[config.mk]
export PLATFORM = sky130hd
export DESIGN_NAME = nibble_feeder
export DESIGN_NICKNAME = d
export VERILOG_FILES = /design/src/rtl/nibble_feeder.sv
export SDC_FILE = /design/constraint.sdc
export NUM_CORES = 1
export LEC_CHECK = 0
export CAP_MARGIN = 20
export CORE_ASPECT_RATIO = 0.8
export CORE_MARGIN = 2
export CORE_UTILIZATION = 58
export CTS_BUF_LIST = sky130_fd_sc_hd__clkbuf_2 sky130_fd_sc_hd__clkbuf_4 sky130_fd_sc_hd__clkbuf_8
export DETAILED_ROUTE_END_ITERATION = 7
export GPL_TIMING_DRIVEN = 0
export PLACE_DENSITY = 0.82
export SYNTH_ARGS = -nofsm -noshare
export SYNTH_HDL_FRONTEND = slang
export SYNTH_SLANG_ARGS = --single-unit
[constraint.sdc]
create_clock -name clk -period 2.4 [get_ports clk]
set_input_delay 0.48 -clock clk [delete_from_list [all_inputs] [get_ports clk]]
set_output_delay 0.48 -clock clk [all_outputs]
set_load 0.05 [all_outputs]
[src/rtl/nibble_feeder.sv]
// Byte-to-nibble feeder: valid/ready byte FIFO followed by a two-nibble serialiser FSM.
// Optional odd-parity output over the held byte is enabled with `define NIBBLE_FEEDER_PARITY_EN.
`timescale 1ns/1ps

module nibble_feeder #(
   parameter int DEPTH     = 4,
   parameter bit LOW_FIRST = 1'b1
) (
   input  logic                     clk,
   input  logic                     rst,
   input  logic [7:0]               byte_data,
   input  logic                     byte_valid,
   output logic                     byte_ready,
   output logic [3:0]               nib_out,
   output logic                     nib_valid,
   input  logic                     nib_ready,
   output logic [$clog2(DEPTH):0]   level,
   output logic [7:0]               stall_cnt
`ifdef NIBBLE_FEEDER_PARITY_EN
   ,
   output logic                     nib_par
`endif
);

   localparam int PW = $clog2(DEPTH);
   localparam int LW = PW + 1;
   localparam logic [LW-1:0] FULL_LEVEL = LW'(DEPTH);

   typedef enum logic [1:0] {
      ST_EMPTY,
      ST_FIRST,
      ST_SECOND
   } state_t;

   state_t          state_q, state_d;
   logic [7:0]      mem_q [DEPTH];
   logic [PW-1:0]   wr_ptr_q, wr_ptr_d;
   logic [PW-1:0]   rd_ptr_q, rd_ptr_d;
   logic [LW-1:0]   level_q, level_d;
   logic [7:0]      hold_q, hold_d;
   logic [7:0]      stall_q, stall_d;
   logic            wr_en;
   logic            pop;
   logic            stalled;

`ifdef NIBBLE_FEEDER_PARITY_EN
   logic            par_q, par_d;
`endif

   // Ready depends only on the registered level, so a pop cannot open a slot in the same cycle.
   assign byte_ready = (level_q != FULL_LEVEL);
   assign wr_en      = byte_valid && byte_ready;
   assign stalled    = byte_valid && !byte_ready;
   assign level      = level_q;
   assign stall_cnt  = stall_q;

   always_comb begin
      state_d = state_q;
      pop     = 1'b0;
      case (state_q)
         ST_EMPTY: begin
            if (level_q != '0) begin
               pop     = 1'b1;
               state_d = ST_FIRST;
            end
         end
         ST_FIRST: begin
            if (nib_ready) begin
               state_d = ST_SECOND;
            end
         end
         ST_SECOND: begin
            if (nib_ready) begin
               if (level_q != '0) begin
                  pop     = 1'b1;
                  state_d = ST_FIRST;
               end else begin
                  state_d = ST_EMPTY;
               end
            end
         end
         default: begin
            state_d = ST_EMPTY;
         end
      endcase
   end

   always_comb begin
      wr_ptr_d = wr_ptr_q;
      rd_ptr_d = rd_ptr_q;
      level_d  = level_q;
      hold_d   = hold_q;
      stall_d  = stall_q;
`ifdef NIBBLE_FEEDER_PARITY_EN
      par_d    = par_q;
`endif
      if (wr_en) begin
         wr_ptr_d = wr_ptr_q + 1'b1;
      end
      if (pop) begin
         rd_ptr_d = rd_ptr_q + 1'b1;
         hold_d   = mem_q[rd_ptr_q];
`ifdef NIBBLE_FEEDER_PARITY_EN
         par_d    = ~^mem_q[rd_ptr_q];
`endif
      end
      case ({wr_en, pop})
         2'b10:   level_d = level_q + 1'b1;
         2'b01:   level_d = level_q - 1'b1;
         default: level_d = level_q;
      endcase
      if (stalled && (stall_q != 8'hFF)) begin
         stall_d = stall_q + 8'd1;
      end
   end

   always_comb begin
      nib_valid = (state_q != ST_EMPTY);
      nib_out   = 4'h0;
      case (state_q)
         ST_FIRST:  nib_out = LOW_FIRST ? hold_q[3:0] : hold_q[7:4];
         ST_SECOND: nib_out = LOW_FIRST ? hold_q[7:4] : hold_q[3:0];
         default:   nib_out = 4'h0;
      endcase
   end

`ifdef NIBBLE_FEEDER_PARITY_EN
   assign nib_par = par_q && (state_q != ST_EMPTY);
`endif

   // Storage has no reset: emptiness is tracked purely by pointers and level.
   always_ff @(posedge clk) begin
      if (wr_en) begin
         mem_q[wr_ptr_q] <= byte_data;
      end
   end

   always_ff @(posedge clk or posedge rst) begin
      if (rst) begin
         state_q  <= ST_EMPTY;
         wr_ptr_q <= '0;
         rd_ptr_q <= '0;
         level_q  <= '0;
         hold_q   <= 8'h00;
         stall_q  <= 8'h00;
      end else begin
         state_q  <= state_d;
         wr_ptr_q <= wr_ptr_d;
         rd_ptr_q <= rd_ptr_d;
         level_q  <= level_d;
         hold_q   <= hold_d;
         stall_q  <= stall_d;
      end
   end

`ifdef NIBBLE_FEEDER_PARITY_EN
   always_ff @(posedge clk or posedge rst) begin
      if (rst) begin
         par_q <= 1'b0;
      end else begin
         par_q <= par_d;
      end
   end
`endif

endmodule

==> impl_results.md, run 1 <==
* Final Non-Filler Cells at between 200 and 300
* Setup TNS at 0 ps
* Routed vias/inst at approximately 5.4
* Lkg Pwr at ~0.0012 uW
* Clock buffer count from CTS at 9
* Final Cell Area at 3110 um2
* # placed instances at 240
* Final period util at 96.5%
* Wire per inst at 17.9 um
* GRT Total Usage at 21.1%
* Critical path arrival at 2560 ps
* Hold Vio Cnt, Final at 0
* Fin crit period at 2320 ps
* Final hold slack at 373 ps
* Initial Utilization at between 60% and 70%
* Worst Setup Start Kind: flip-flop
* Max-slew violation count at 0
* Row count at 21
* Antenna viol nets, final at 0
* Placed cell area at roughly 2900 um2
* Boundary Pins at 29
* Die height at between 60 and 70 um
* Drt first pass iters at 4
* Pwr Density at 1370 nW/um2
* Core area at 4200 um2
* DR DRC count at 0
* First-pass GRT wire length at 7500 um
* Seq/Total Area, Yosys at between 60% and 70%
* Async S/R FF share, synth at between 40% and 50%
* N_diodes at 0
* Die area at 4940 um2
* WP data required at ~2700 ps
* Max Fclk at 0.432 GHz
* Yosys Warn Count at 0
* Worst-Margin Slew at 574 ps
* Largest stage delay, worst path at 440 ps
* Relative slew slack at 61.4%
* Most common cell after layout, fill and taps aside: edfxtp_1
* CP Cell Sequence: inv_1, ha_2, a21oi_1, nor2_1, buf_6, ha_1, inv_1, fa_1, xor2_1, nor2_1, xor2_1
* Syn Std Cell Area at 2540 um2
* Synth Flop Type: edfxtp_1
* Outcome: complete, no violations
* I/O Buffers at 28
* Drt initial violations at 52
* Syn-to-layout area delta at 22.3%
* CP Class: reg -> reg
* Maxcap violations at 0
* Clock Latency Late Sink at 320 ps
* Yosys reg bits at 57
* Synth Instances at 155
* VDD IR max at 0.000721 V
* Clock-pin slew on the worst setup and hold paths at 60 ps
* Largest net degree at the start of global routing at 26
* CTS tree: yes
* Final HPWL DP at around 3100 um
* Clock Path Buffers at 2
* Clock H-tree levels at 3
* Vias in the first global route at 1480
* Unrepaired setup endpoints after global routing: true
* Global placer's final weighted congestion at between 0.7 and 0.8
* Total clock sinks at 57
* Post-synth EDFFs at 32
* Clock Tree Root: clkbuf_8
* Vias at 1401
* Initial antenna violation count at 0
* Top Family by Delay on Critical Path: adder cells
* Buf/Inv on CP at 3
* GRT Residual Overflow at 0
* CP Capture Type: flip-flop
* Fillers at 280
* Most frequent cells in the layout: 32 x edfxtp_1, 23 x dfrtp_1, 23 x clkdlybuf4s50_1, 10 x clkbuf_8
* Maximum fanout along the worst path at 4
* Hold Buf Count CTS at 0
* Final setup fails at 0
* Post-synth net total at 179
* Nets at 220
* Critical-path top delay cell: dfrtp_2
* Drt total wl at 4610 um
* Layout Utilization at about three quarters
* Clk_skew at 4.18 ps
* Share of layout cells above drive strength 1 at 28.9%
* Syn_area_per_cell at 16.4 um2
* Hold crit path type: in -> async
* Number of distinct library cells after synthesis at 31
* Die X at just under 80 um
==> final cells by class <==
class / count / area [um2] / area share [%]
sequential: 57 / 1590 / 51.1
multi-input combinational: 85 / 922 / 29.6
timing repair buffer: 30 / 294 / 9.45
clock buffer: 12 / 153 / 4.91
tap: 57 / 71.3 / 2.29
inverter: 10 / 37.5 / 1.21
buffer: 3 / 26.3 / 0.844
clock inverter: 4 / 18.8 / 0.603
==> synthesized netlist by cell type (all sizes together), types with 4 or more instances <==
library cell	instances	area share [%]
edfxtp	32	38
dfrtp	25	25
mux2	13	6.8
ha	11	5.4
inv	10	1.5
mux4	8	7.1
nand2	7	1.0
xnor2	7	2.4
nor2	6	0.88
and3	5	1.4
a22oi	4	1.2
nor2b	4	0.98
xor2	4	1.4
==> flip-flops by register name (all words and copies together), names as in the netlist <==
name and count:
mem_q 32, hold_q 8, stall_cnt 8, level 3
rd_ptr_q 2, state_q 2, wr_ptr_q 2
==> kinds of logic after synthesis <==
| logic type | after synthesis | share of synthesized area, % |
|---|---|---|
| AO/OA/AOI/OAI | 8 | 2.85 |
| adder cells (fa/ha/maj) | 12 | 6.19 |
| flip-flops | 57 | 62.3 |
| multiplexers | 22 | 14.3 |
| XOR/XNOR | 11 | 3.79 |
| AND/OR/NAND/NOR | 32 | 8.06 |
| buffers and inverters | 13 | 2.51 |
==> through the flow <==
stage / worst slack, ps / power, uW
3_3_place_gp: -115 / 3390
5_1_grt: -116 / 4510
6_report: 83.2 / 4270
3_5_place_dp: -151 / 3510
4_1_cts: 16.4 / 4280
2_1_floorplan: 16.3 / 2990
==> what timing repair did <==
action | 4_1_cts | 5_1_grt
pin swaps | 0 | 1
resized for setup | 7 | 11
endpoints found under the setup margin | 6 | 5
buffers inserted | 1 | 0
gates cloned | 0 | 0
==> power breakdown <==
group          internal [uW]  leakage, uW  switching, uW
Clock                    416    0.0000944            344
Combinational            885     0.000535           1070
Sequential              1350     0.000598            202
==> final timing paths <==
check	cells past startpoint	to	start	slack, ps
min in group clk	1	hold_q[7]	hold_q[7]	520
hold reg to reg	1	hold_q[7]	hold_q[7]	520
max in group asynchronous	3	level[2]	rst	1630
setup / recovery	11	level[2]	state_q[1]	80
hold / removal	2	stall_cnt[4]	rst	370
setup reg to reg	11	level[2]	state_q[1]	80
==> layer usage <==
metal / vias up / GRT usage, % / part of all wire (%)
met5: - / 0 / 0
met4: 0 / 7.89 / 1.1
met3: 7 / 6.59 / 4.1
met2: 34 / 33.7 / 50
met1: 711 / 27.4 / 44
li1: 649 / - / -
(Power assumes the default switching activity.)
==> run 2: changes to the inputs <==
Settings changed: TNS_END_PERCENT set to 10.
==> run 2 against run 1 <==
Effect of this change:
- setup slack improved by 21 ps
- sequential share of layout area fell by 0.55 points
- core utilization is 0.86 points higher
- via count grew 0.36%
- clock skew is 0.74 ps higher
- largest cell class unchanged
- global-route usage fell by 0.16 points
- register-to-register slack improved by 20 ps
- routed wire length is 0.56% lower
- power grew 1.8%
- critical path depth unchanged
==> impl_results.md, run 2 (synthesized netlist as in run 1, its figures left out) <==
* Maxcap violations at 0 (unchanged)
* Maximum fanout along the worst path at 5 (was 4)
* GRT Residual Overflow at 0 (unchanged)
* Most frequent cells in the layout: 32 x edfxtp_1, 23 x clkdlybuf4s50_1, 22 x dfrtp_1, 10 x clkbuf_8 (was 32 x edfxtp_1, 23 x dfrtp_1, 23 x clkdlybuf4s50_1, 10 x clkbuf_8)
* N_diodes at 0 (unchanged)
* I/O Buffers at 28 (unchanged)
* Clock Tree Root: clkbuf_8 (unchanged)
* Critical path arrival at 2540 ps (was 2560 ps)
* Clock Path Buffers at 2 (unchanged)
* Most common cell after layout, fill and taps aside: edfxtp_1 (unchanged)
* DR DRC count at 0 (unchanged)
* Largest net degree at the start of global routing at 26 (unchanged)
* Die area at 4940 um2 (unchanged)
* Routed vias/inst at 5.39 (was 5.43)
* Initial antenna violation count at 0 (unchanged)
* VDD IR max at 0.000738 V (was 0.000721 V)
* WP data required at 2650 ps (about the same)
* Fin crit period at 2300 ps (was 2320 ps)
* Final Cell Area at 3150 um2 (was 3110 um2)
* Syn-to-layout area delta at 23.7% (was 22.3%)
* Die height at 63.2 um (unchanged)
* Wire per inst at 17.6 um (was 17.9 um)
* Final HPWL DP at 3100 um (unchanged)
* Clk_skew at 4.91 ps (was 4.18 ps)
* Final period util at 95.7% (was 96.5%)
* Lkg Pwr at 0.00124 uW (was 0.00123 uW)
* Vias at 1406 (was 1401)
* Clock H-tree levels at 3 (unchanged)
* Clock-pin slew on the worst setup and hold paths at 60 ps (about the same)
* Setup ws final at 104 ps (was 83.2 ps)
* Clock Latency Late Sink at 330 ps (was 320 ps)
* Worst Setup Start Kind: flip-flop (unchanged)
* Critical-path top delay cell: dfrtp_2 (unchanged)
* Initial Utilization at 60.5% (unchanged)
* Boundary Pins at 29 (unchanged)
* Nets at 223 (was 220)
* Drt total wl at 4580 um (was 4610 um)
* Total clock sinks at 57 (unchanged)
* GRT Total Usage at 20.9% (was 21.1%)
* Max-slew violation count at 0 (unchanged)
* Hold crit path type: in -> async (unchanged)
* Row count at 21 (unchanged)
* First-pass GRT wire length at 7470 um (was 7500 um)
* Die X at 78.1 um (unchanged)
* Largest stage delay, worst path at 440 ps (about the same)
* Share of layout cells above drive strength 1 at 30.4% (was 28.9%)
* Place WS at -151 ps (unchanged)
* Worst-Margin Slew at 555 ps (was 574 ps)
* CP Class: reg -> reg (unchanged)
* Max reg flops at 32 (unchanged)
* Global placer's final weighted congestion at 0.767 (unchanged)
* CP Capture Type: flip-flop (unchanged)
* Relative slew slack at 62.7% (was 61.4%)
* Clock buffer count from CTS at 9 (unchanged)
* Max Fclk at 0.436 GHz (was 0.432 GHz)
* CTS tree: yes (unchanged)
* Pwr Density at 1380 nW/um2 (was 1370 nW/um2)
* Placed cell area at 2910 um2 (unchanged)
* Largest Register: mem_q (unchanged)
* Antenna viol nets, final at 0 (unchanged)
* Outcome: complete, no violations (unchanged)
* Drt first pass iters at 4 (unchanged)
* Hold Vio Cnt, Final at 0 (unchanged)
* Setup TNS at 0 ps (unchanged)
* Drt initial violations at 78 (was 52)
* Core area at 4200 um2 (unchanged)
* Vias in the first global route at 1480 (unchanged)
* Final setup fails at 0 (unchanged)
* Unrepaired setup endpoints after global routing: true (unchanged)
* Top Family by Delay on Critical Path: adder cells (unchanged)
* CP Cell Sequence: inv_1, ha_4, a21oi_1, nor2_1, buf_6, ha_1, inv_1, fa_1, xor2_1, nor2_1, xor2_1 (was inv_1, ha_2, a21oi_1, nor2_1, buf_6, ha_1, inv_1, fa_1, xor2_1, nor2_1, xor2_1)
* Buf/Inv on CP at 3 (unchanged)
-- run 2: layout make-up --
type | instances | area, um2
Inverter | 10 | 40.0
Buffer | 3 | 26.3
Clock inverter | 4 | 18.8
Tap cell | 57 | 71.3
Timing Repair Buffer | 33 | 317
Clock buffer | 12 | 153
Fill cell | 272 | 1060
Multi-Input combinational cell | 85 | 932
Sequential cell | 57 | 1590
-- run 2: path summary, 6_finish.rpt --
path                                     end  cells after the start        from  slack, ps
worst max register to register      level[2]                     11  state_q[1]        100
worst max-delay path                level[2]                     11  state_q[1]        100
worst min-delay path            stall_cnt[4]                      2         rst        370
min in group clk                   hold_q[7]                      1   hold_q[7]        520
worst min register to register     hold_q[7]                      1   hold_q[7]        520
max in group asynchronous           level[2]                      3         rst       1630
-- run 2: per-layer routing --
metal | up-vias | global-route usage, % | share of wire, %
li1 | 657 | - | -
met5 | - | 0 | 0
met4 | 0 | 7.89 | 1.1
met1 | 710 | 26.9 | 44
met3 | 7 | 6.59 | 3.8
met2 | 32 | 33.7 | 51
-- run 2: what timing repair did --
action                                  CTS  global route
resized for setup                         7            14
hold buffers                              0             0
pin swaps                                 0             2
setup buffers                             0             4
gates cloned                              0             0
endpoints found under the setup margin    6             5
-- run 2: worst reg2reg max path: cells and delay by family (launching register included) --
family / cells / cell delay (ps)
compound gates: 1 / 60
xor+xnor: 2 / 290
fa+ha+maj: 3 / 730
buf+inv: 3 / 370
flops: 1 / 440
simple gates: 2 / 330
-- run 2: stage by stage --
| step | cells | power, uW | utilization [%] | hold WS [ps] |
|---|---|---|---|---|
| floorplan | 155 | 2990 | - | 481 |
| global placement | 240 | 3390 | 69.2 | 501 |
| detailed placement | 240 | 3510 | 69.2 | 513 |
| CTS | 256 | 4250 | 73.2 | 526 |
| global route | 261 | 4600 | 74.9 | 380 |
| finish | 261 | 4350 | 74.9 | 372 |
-- run 2: power by group --
part	switching (uW)	internal, uW	leakage (uW)
combinational	1080	949	0.000551
clock	344	416	0.0000944
sequential	204	1360	0.000596
==> run 3: changes to the inputs <==
Settings changed: CORE_UTILIZATION 58 to 35, PLACE_DENSITY 0.82 to not set, RECOVER_POWER set to 25.
==> run 3 against run 2 <==
Effect of this change:
- clock power rose by 16%
- first-iteration DRC count down 67%
- clock skew is 0.55 ps higher
- power increased by 1.1%
- register-to-register slack improved by 20 ps
- sequential power hardly changed
- die area up 62%
- core utilization down 29 points
- sequential share of layout area down 1.0 points
- critical path type is now reg -> out
- largest cell class unchanged
- largest power group unchanged
==> impl_results.md, run 3 (synthesized netlist as in run 1, its figures left out) <==
* Initial antenna violation count at 0 (unchanged)
* Vias in the first global route at 1268 (was 1480)
* Clock Path Buffers at 2 (unchanged)
* Share of layout cells above drive strength 1 at 29.1% (was 30.4%)
* WP data required at 1920 ps (was 2650 ps)
* Relative slew slack at 61.0% (was 62.7%)
* Critical path arrival at 1830 ps (was 2540 ps)
* Core area at 6960 um2 (was 4200 um2)
* Outcome: complete, no violations (unchanged)
* Hold Buf Count CTS at 0 (unchanged)
* Lkg Pwr at 0.00127 uW (was 0.00124 uW)
* CP Capture Type: primary output (was flip-flop)
* Vias at 1341 (was 1406)
* Drt total wl at 4280 um (was 4580 um)
* P_sw at 1560 uW (was 1630 uW)
* GRT Total Usage at 11.6% (was 20.9%)
* Fillers at 629 (was 272)
* Clock H-tree levels at 3 (unchanged)
* Boundary Pins at 29 (unchanged)
* Antenna viol nets, final at 0 (unchanged)
* Row count at 27 (was 21)
* Design Power at 4400 uW (was 4350 uW)
* GRT Residual Overflow at 0 (unchanged)
* Clock Latency Late Sink at 320 ps (was 330 ps)
* Int Power at 2840 uW (was 2720 uW)
* Routed vias/inst at 4.58 (was 5.39)
* Maxcap violations at 0 (unchanged)
* Fin crit period at 2310 ps (was 2300 ps)
* Final hold slack at 513 ps (was 372 ps)
* Clk_skew at 5.47 ps (was 4.91 ps)
* Place WS at -142 ps (was -151 ps)
* Largest Register: mem_q (unchanged)
* VDD IR max at 0.000443 V (was 0.000738 V)
* Total clock sinks at 57 (unchanged)
* Final setup fails at 0 (unchanged)
* Clock buffer count from CTS at 9 (unchanged)
* Setup ws final at 92.3 ps (was 104 ps)
* Global placer's final weighted congestion at 0.753 (was 0.767)
* CTS tree: yes (unchanged)
* Most common cell after layout, fill and taps aside: edfxtp_1 (unchanged)
* Max reg flops at 32 (unchanged)
* Worst-Margin Slew at 585 ps (was 555 ps)
* Max-slew violation count at 0 (unchanged)
* Syn-to-layout area delta at 26.0% (was 23.7%)
* Clock Tree Root: clkbuf_8 (unchanged)
* Unrepaired setup endpoints after global routing: true (unchanged)
* Wire per inst at 14.6 um (was 17.6 um)
* Final period util at 96.2% (was 95.7%)
* Drt initial violations at 26 (was 78)
* Nets at 225 (was 223)
* Worst Setup Start Kind: flip-flop (unchanged)
* Die area at 7970 um2 (was 4940 um2)
* Max Fclk at 0.433 GHz (was 0.436 GHz)
* CP Class: reg -> out (was reg -> reg)
* N_diodes at 0 (unchanged)
* Sequential share of power at 35.1% (was 35.9%)
* Hold crit path type: reg -> reg (was in -> async)
* Pwr Density at 1370 nW/um2 (was 1380 nW/um2)
* Largest net degree at the start of global routing at 26 (unchanged)
* Clock power share at 20.1% (was 17.5%)
* I/O Buffers at 28 (unchanged)
* Most frequent cells in the layout: 32 x edfxtp_1, 24 x dfrtp_1, 15 x clkdlybuf4s50_1 (was 32 x edfxtp_1, 23 x clkdlybuf4s50_1, 22 x dfrtp_1, 10 x clkbuf_8)
* Maximum fanout along the worst path at 5 (unchanged)
* Drt first pass iters at 4 (unchanged)
* Clock-pin slew on the worst setup and hold paths at 60 ps (about the same)
* Initial Utilization at 36.6% (was 60.5%)
* Final HPWL DP at 2930 um (was 3100 um)
* Logic pwr share at 44.8% (was 46.6%)
* First-pass GRT wire length at 6630 um (was 7470 um)
* DR DRC count at 0 (unchanged)
* Sw Share at 35.5% (was 37.4%)
* Layout Utilization at 46.1% (was 74.9%)
* Die X at 99.3 um (was 78.1 um)
* Hold Vio Cnt, Final at 0 (unchanged)
* Die height at 80.3 um (was 63.2 um)
run 3: cell count changes in the layout (fill, tap and decap cells not counted), sizes merged:
| cell | previous run | this run |
|---|---|---|
| dlygate4sd3 | 0 | 8 |
| buf | 7 | 9 |
| clkinv | 4 | 2 |
| clkdlybuf4s15 | 0 | 1 |
| clkdlybuf4s50 | 23 | 15 |
| bufinv | 0 | 1 |
run 3: critical path, stage by stage, from the launching register on:
cell             delay [ps]
dfrtp_1                 410
inv_1                   120
ha_1                    250
a22oi_1                 110
nor2b_1                 110
clkdlybuf4s15_1         500
run 3: final cells by class:
class,count,area [um2],share of cell area [%]
Buffer,3,26.3,0.819
Clock buffer,13,160,4.99
Clock inverter,3,40.0,1.25
Inverter,10,37.5,1.17
Multi-Input combinational cell,85,910,28.4
Sequential cell,57,1590,49.5
Tap cell,87,109,3.39
Timing Repair Buffer,35,337,10.5
run 3: final timing paths:
path	from	end	slack, ps	cells past startpoint
worst max-delay path	state_q[1]	nib_out[2]	90	5
worst min-delay path	hold_q[1]	hold_q[1]	510	1
worst max register to register	state_q[0]	level[2]	120	11
worst min register to register	hold_q[1]	hold_q[1]	510	1
max in group asynchronous	rst	level[2]	1340	3
min in group asynchronous	rst	state_q[1]	600	2
run 3: power groups by stage:
stage | registers (uW) | clock network [uW] | logic [uW]
floorplan | 1700 | 0 | 1290
global placement | 1560 | 0 | 1900
finish | 1540 | 882 | 1970
CTS | 1550 | 906 | 1890
detailed placement | 1570 | 0 | 1920
global route | 1580 | 956 | 2130
run 3: routing by layer:
metal,global-route usage (%),vias to the layer above,share of wire (%)
met3,5.83,5,5.0
met2,15.7,21,43
met4,3.70,0,1.3
li1,-,662,-
met5,0,-,0
met1,16.1,653,51
run 3: timing repair:
item,CTS,global route
setup buffers,0,6
pin swaps,0,1
endpoints found under the setup margin,6,5
gates resized for setup,6,7
cloned,0,0
hold endpoints to repair,0,0
run 3: through the flow:
step	cells	setup TNS [ps]	cell area (um2)
finish	293	0	3210
global route	293	-87.5	3210
CTS	286	0	3140
detailed placement	270	-142	2950
global placement	270	-128	2950
floorplan	155	0	2560
